===== src/rtl/kronos_fetch_unit.sv =====
// kronos_fetch_unit
// Instruction fetch stage. Owns the PC, issues word reads on the instruction
// bus and hands {pc, ir} to decode over a valid/ready handshake. An output
// register plus a one-entry skid buffer let a zero-wait memory sustain one
// instruction per cycle. A redirect from EX flushes everything buffered and
// refetches at the branch target, discarding any stale in-flight read.
module kronos_fetch_unit #(
    parameter logic [31:0] BOOT_ADDR = 32'h0
) (
    input  logic        clk,
    input  logic        rstz,
    output logic [31:0] instr_addr,
    output logic        instr_req,
    input  logic [31:0] instr_data,
    input  logic        instr_ack,
    input  logic        branch,
    input  logic [31:0] branch_target,
    output logic [63:0] fetch,
    output logic        fetch_vld,
    input  logic        fetch_rdy
);

    typedef enum logic [1:0] {
        FETCH = 2'd0,
        STALL = 2'd1,
        DROP  = 2'd2
    } state_t;

    typedef struct packed {
        logic [31:0] pc;
        logic [31:0] ir;
    } pipeIFID_t;

    // Control state
    state_t      state_q, state_d;
    logic [31:0] pc_q, pc_d;
    logic [31:0] addr_q, addr_d;
    logic        req_q, req_d;

    // Output register and skid buffer
    pipeIFID_t   out_q, out_d;
    logic        out_vld_q, out_vld_d;
    pipeIFID_t   skid_q, skid_d;
    logic        skid_vld_q, skid_vld_d;

    // Per-cycle events
    logic        consume;
    logic        ack_hit;
    logic        push;
    logic [31:0] target;
    pipeIFID_t   ack_word;

    assign consume  = out_vld_q & fetch_rdy;
    assign ack_hit  = req_q & instr_ack;
    // Only data for a live (non-stale) request may enter the buffers.
    assign push     = ack_hit & (state_q == FETCH);
    // Instructions are word aligned; the low target bits carry no meaning.
    assign target   = branch_target & ~32'h3;
    assign ack_word = '{pc: addr_q, ir: instr_data};

    // Next-state logic: buffering, request sequencing and redirect override
    always_comb begin
        state_d    = state_q;
        pc_d       = pc_q;
        addr_d     = addr_q;
        req_d      = req_q;
        out_d      = out_q;
        out_vld_d  = out_vld_q;
        skid_d     = skid_q;
        skid_vld_d = skid_vld_q;

        // A consumed output register is refilled from the skid in the same edge.
        if (consume) begin
            out_d      = skid_q;
            out_vld_d  = skid_vld_q;
            skid_vld_d = 1'b0;
        end

        // New data lands behind anything still buffered, preserving order.
        if (push) begin
            if (!out_vld_d) begin
                out_d     = ack_word;
                out_vld_d = 1'b1;
            end else begin
                skid_d     = ack_word;
                skid_vld_d = 1'b1;
            end
        end

        case (state_q)
            FETCH: begin
                if (ack_hit) begin
                    pc_d = pc_q + 32'd4;
                    if (out_vld_d && skid_vld_d) begin
                        // Both slots occupied: stop requesting until decode drains one.
                        state_d = STALL;
                        req_d   = 1'b0;
                    end else begin
                        req_d  = 1'b1;
                        addr_d = pc_q + 32'd4;
                    end
                end else if (!req_q) begin
                    // Idle in FETCH (just out of reset): start requesting at pc.
                    req_d  = 1'b1;
                    addr_d = pc_q;
                end
            end
            STALL: begin
                if (consume) begin
                    state_d = FETCH;
                    req_d   = 1'b1;
                    addr_d  = pc_q;
                end
            end
            DROP: begin
                // Stale read completes; its data is ignored and the target is fetched.
                if (ack_hit) begin
                    state_d = FETCH;
                    req_d   = 1'b1;
                    addr_d  = pc_q;
                end
            end
            default: begin
                state_d = FETCH;
                req_d   = 1'b0;
            end
        endcase

        // Redirect wins over ack and consume in the same cycle.
        if (branch) begin
            pc_d       = target;
            out_vld_d  = 1'b0;
            skid_vld_d = 1'b0;
            if (req_q && !instr_ack) begin
                // Bus request cannot be withdrawn: keep it stable and drop its data.
                state_d = DROP;
                req_d   = 1'b1;
                addr_d  = addr_q;
            end else begin
                state_d = FETCH;
                req_d   = 1'b1;
                addr_d  = target;
            end
        end
    end

    // Control and output register update with asynchronous active-low reset
    always_ff @(posedge clk or negedge rstz) begin
        if (!rstz) begin
            state_q    <= FETCH;
            pc_q       <= BOOT_ADDR;
            addr_q     <= BOOT_ADDR;
            req_q      <= 1'b0;
            out_q      <= '0;
            out_vld_q  <= 1'b0;
            skid_vld_q <= 1'b0;
        end else begin
            state_q    <= state_d;
            pc_q       <= pc_d;
            addr_q     <= addr_d;
            req_q      <= req_d;
            out_q      <= out_d;
            out_vld_q  <= out_vld_d;
            skid_vld_q <= skid_vld_d;
        end
    end

    // Skid payload is qualified by skid_vld_q and needs no reset
    always_ff @(posedge clk) begin
        skid_q <= skid_d;
    end

    assign instr_addr = addr_q;
    assign instr_req  = req_q;
    assign fetch      = out_q;
    assign fetch_vld  = out_vld_q;

endmodule

===== config.mk =====
export PLATFORM = sky130hd
export DESIGN_NAME = kronos_fetch_unit
export DESIGN_NICKNAME = d
export VERILOG_FILES = /design/src/rtl/kronos_fetch_unit.sv
export SDC_FILE = /design/constraint.sdc
export NUM_CORES = 1
export LEC_CHECK = 0
export ABC_CLOCK_PERIOD_IN_PS = 5600
export CAP_MARGIN = 20
export CORE_MARGIN = 1
export CORE_UTILIZATION = 52
export CTS_CLUSTER_SIZE = 8
export DETAILED_ROUTE_END_ITERATION = 8
export PLACE_DENSITY_LB_ADDON = 0.3
export SETUP_SLACK_MARGIN = 0.02
export SLEW_MARGIN = 20
export SYNTH_ARGS = -nofsm -noshare
export SYNTH_HDL_FRONTEND = slang
export SYNTH_SLANG_ARGS = --single-unit

===== constraint.sdc =====
create_clock -name clk -period 5.6 [get_ports clk]
set_clock_uncertainty 0.05 [all_clocks]
set_input_delay 1.12 -clock clk [delete_from_list [all_inputs] [get_ports clk]]
set_output_delay 1.12 -clock clk [all_outputs]
set_load 0.05 [all_outputs]

==> impl_metrics.json <==
{
  "synth-async-reset-ratio_pct": 67.36,
  "slew_violations": 0,
  "drc": 0,
  "synth_top_area_share_pct": 36.75,
  "cts.sinks": 193,
  "hold_viol": 0,
  "hold_path.class": "reg -> reg",
  "wl_per_cell_um": 17.22,
  "num_antenna_cells": 0,
  "ys_ff_latch": 193,
  "syn_nets": 841,
  "cts_root_buf": "clkbuf_16",
  "synth_cells": 767,
  "grt.total_usage_pct": 22.72,
  "syn2layout_area_growth_pct": 26.80,
  "reg2regPathDepth": 7,
  "powerDensity_nw_per_um2": 505.4,
  "postRouteWirelength_um": 19600,
  "holdWs_ns": 0.4530,
  "grt_start_max_net_pins": 127,
  "firstDrtPassIters": 6,
  "synth_area_sq_um": 8851,
  "ioPinCount": 167,
  "yosys_warnings": 0,
  "grt_pass1_vias": 5933,
  "place_congestion": 0.8606,
  "p_leak_uw": 0.004695,
  "postRouteAntennaNets": 0,
  "port_buffers": 164,
  "hold_buffers": 0,
  "drive_above_1_share_pct": 7.952,
  "rsz0062_at_grt": "no",
  "antenna_found_initial": 0,
  "max_freq_mhz": 292.8,
  "yosysTopAreaCell": "dfrtp_1",
  "tightest_slew_ns": 0.8808,
  "gr-total-overflow": 0,
  "cts_resized": 0,
  "start_util_pct": 53.37,
  "worstSetupPathType": "in -> reg",
  "cp_cell_sequence": "clkdlybuf4s50_1, nand3_1, nor4_4, nand3_1, xnor2_1, mux2_2",
  "fin_setup_tns_ns": 0,
  "crit_fanout": 13,
  "die_h_um": 132.5,
  "status": "finished clean",
  "synth_edf_count": 63,
  "post-dp-hpwl_um": 12600,
  "syn-mean-instance-area_sq_um": 11.54,
  "placementRows": 47,
  "drv_cap": 0,
  "cp_slowest_cell": "nor4_4",
  "cp-start-kind": "input port",
  "clockBufferDepth": 2,
  "clk_pin_slew_ns": 0.07,
  "synth_ff_type": "dfrtp_1",
  "nets": 979,
  "cts_tree": "done",
  "insertion_delay_ns": 0.42,
  "setup_viol": 0,
  "yosys-top-cells-area": "dfrtp_1, edfxtp_1, mux2i_1",
  "relSlewSlack_pct": 41.28,
  "grt_pass1_wl_um": 31150,
  "cts-buffers-inserted": 17,
  "dieWidth_um": 132.5,
  "via_count": 6222,
  "die_area_sq_um": 17550,
  "worstPathRequired_ns": 5.86,
  "core-area_sq_um": 16580,
  "max_stage_delay_ns": 0.79,
  "drtIter0Drc": 439,
  "worstPathArrival_ns": 3.67,
  "vias_per_cell": 5.467,
  "endpoint_kind": "flop",
  "crit_path_frequent_cell": "nand3_1",
  "ys_seq_area_share_pct": 58.13,
  "finalCritPeriodShare_pct": 60.98,
  "ir_worst_vdd_v": 0.0002470,
  "synth_cell_type_count": 60,
  "h-tree-depth": 4,
  "holdPathStages": 0,
  "period_minus_slack_ns": 3.415,
  "cts_setup_buffers": 0
}
-- path summary, 6_finish.rpt --
kind,startpoint,to,slack [ns]
worst max-delay path,instr_ack,pc_q[26],2.19
worst min-delay path,instr_addr[4],skid_q[36],0.45
worst max register to register,state_q[0],pc_q[26],2.72
worst min register to register,instr_addr[4],skid_q[36],0.45
max in group asynchronous,rstz,instr_addr[18],3.68
min in group asynchronous,rstz,fetch[24],0.71
-- worst max-delay path, delay by kind of cell --
kind,cells,cell delay [ns]
and+or+nand+nor,3,1.52
buffers and inverters,1,0.58
muxes,1,0.26
xor gates and xnor gates,1,0.17
-- synth_stat cells, types with 4 or more instances --
| library cell | instances |
|---|---|
| xnor2_1 | 13 |
| a21oi_1 | 16 |
| o221ai_1 | 6 |
| nand4_1 | 20 |
| and2_1 | 4 |
| and3_1 | 4 |
| nand2_1 | 117 |
| nand2b_1 | 7 |
| clkbuf_1 | 23 |
| nor3_1 | 11 |
| nor2_1 | 24 |
| xor2_1 | 42 |
| buf_2 | 11 |
| mux2_2 | 13 |
| o31ai_1 | 5 |
| edfxtp_1 | 63 |
| o21ai_0 | 82 |
| nor4_1 | 6 |
| mux2i_1 | 74 |
| a21boi_0 | 5 |
| buf_6 | 5 |
| inv_1 | 8 |
| a221oi_1 | 4 |
| ha_1 | 5 |
| buf_1 | 7 |
| nand3_1 | 19 |
| dfrtp_1 | 130 |
-- power by group --
group	internal (uW)	total (uW)	switching, uW	leakage (uW)
sequential	1800	2050	251	0.00213
clock	795	1310	519	0.000313
combinational	767	2310	1540	0.00225
-- routing by layer --
metal / track usage (%) / up-vias / share of wire (%)
li1: - / 3000 / -
met1: 32.17 / 3003 / 46
met2: 35.41 / 199 / 47
met3: 4.751 / 20 / 5.3
met4: 6.833 / 0 / 1.7
met5: 0 / - / 0
-- through the flow --
stage	std cells	util, %	setup WS, ns	area, sq um	total power, uW
2_1_floorplan	767	-	0.8844	8851	3549
3_3_place_gp	1105	63.63	1.803	10550	4341
3_5_place_dp	1105	63.63	1.793	10550	4384
4_1_cts	1137	67.49	2.177	11190	5704
5_1_grt	1138	67.68	2.076	11220	5908
6_report	1138	67.68	2.185	11220	5672
-- area by class of cell --
type,count,area [sq um]
clock buffers,19,432.9
clock inverters,13,207.7
fillers,1276,5360
inverters,9,33.78
multi-input cells,512,3402
flip-flops and latches,193,5145
well taps,220,275.3
repair buffers,172,1727
-- placed cells by master (no fill, tap or decap), types with 2 or more instances in the layout --
cell type	count
nand2b_1	7
ha_1	5
mux2_2	13
dfrtp_1	130
clkdlybuf4s50_1	163
a31oi_1	2
buf_4	6
nor2b_1	3
inv_1	8
nand3_2	2
o221ai_1	6
o31ai_1	5
xor2_1	42
nand3_1	19
and3_1	4
o21ai_1	2
nand4_1	20
buf_6	2
inv_6	2
clkinv_4	3
clkbuf_16	17
nand2_1	116
nor4_4	3
a21boi_0	5
o21ai_0	82
clkinv_2	2
mux2i_1	74
nor2_1	23
nor4_1	6
a21oi_1	16
nor3_1	11
xnor2_1	13
and2_1	3
bufinv_16	5
a221oi_1	4
clkbuf_1	2
edfxtp_1	63
-- flip-flops by register name (all words and copies together), names as in the netlist --
| register | flops |
|---|---|
| skid_q | 63 |
| fetch_vld | 1 |
| instr_req | 1 |
| instr_addr | 31 |
| state_q | 2 |
| skid_vld_q | 1 |
| fetch | 64 |
| pc_q | 30 |
-- cell families (layout without fill, tap and decap cells) --
| group | after synthesis | after routing | share of synthesized area, % |
|---|---|---|---|
| AO/OA/AOI/OAI | 133 | 133 | 8.963 |
| XOR/XNOR | 55 | 55 | 5.442 |
| adder cells (fa/ha/maj) | 5 | 5 | 0.7068 |
| buffers and inverters | 62 | 213 | 3.633 |
| flip-flops | 193 | 193 | 58.13 |
| multiplexers | 87 | 87 | 10.02 |
| AND/OR/NAND/NOR | 232 | 232 | 13.10 |
(Power assumes the default switching activity.)
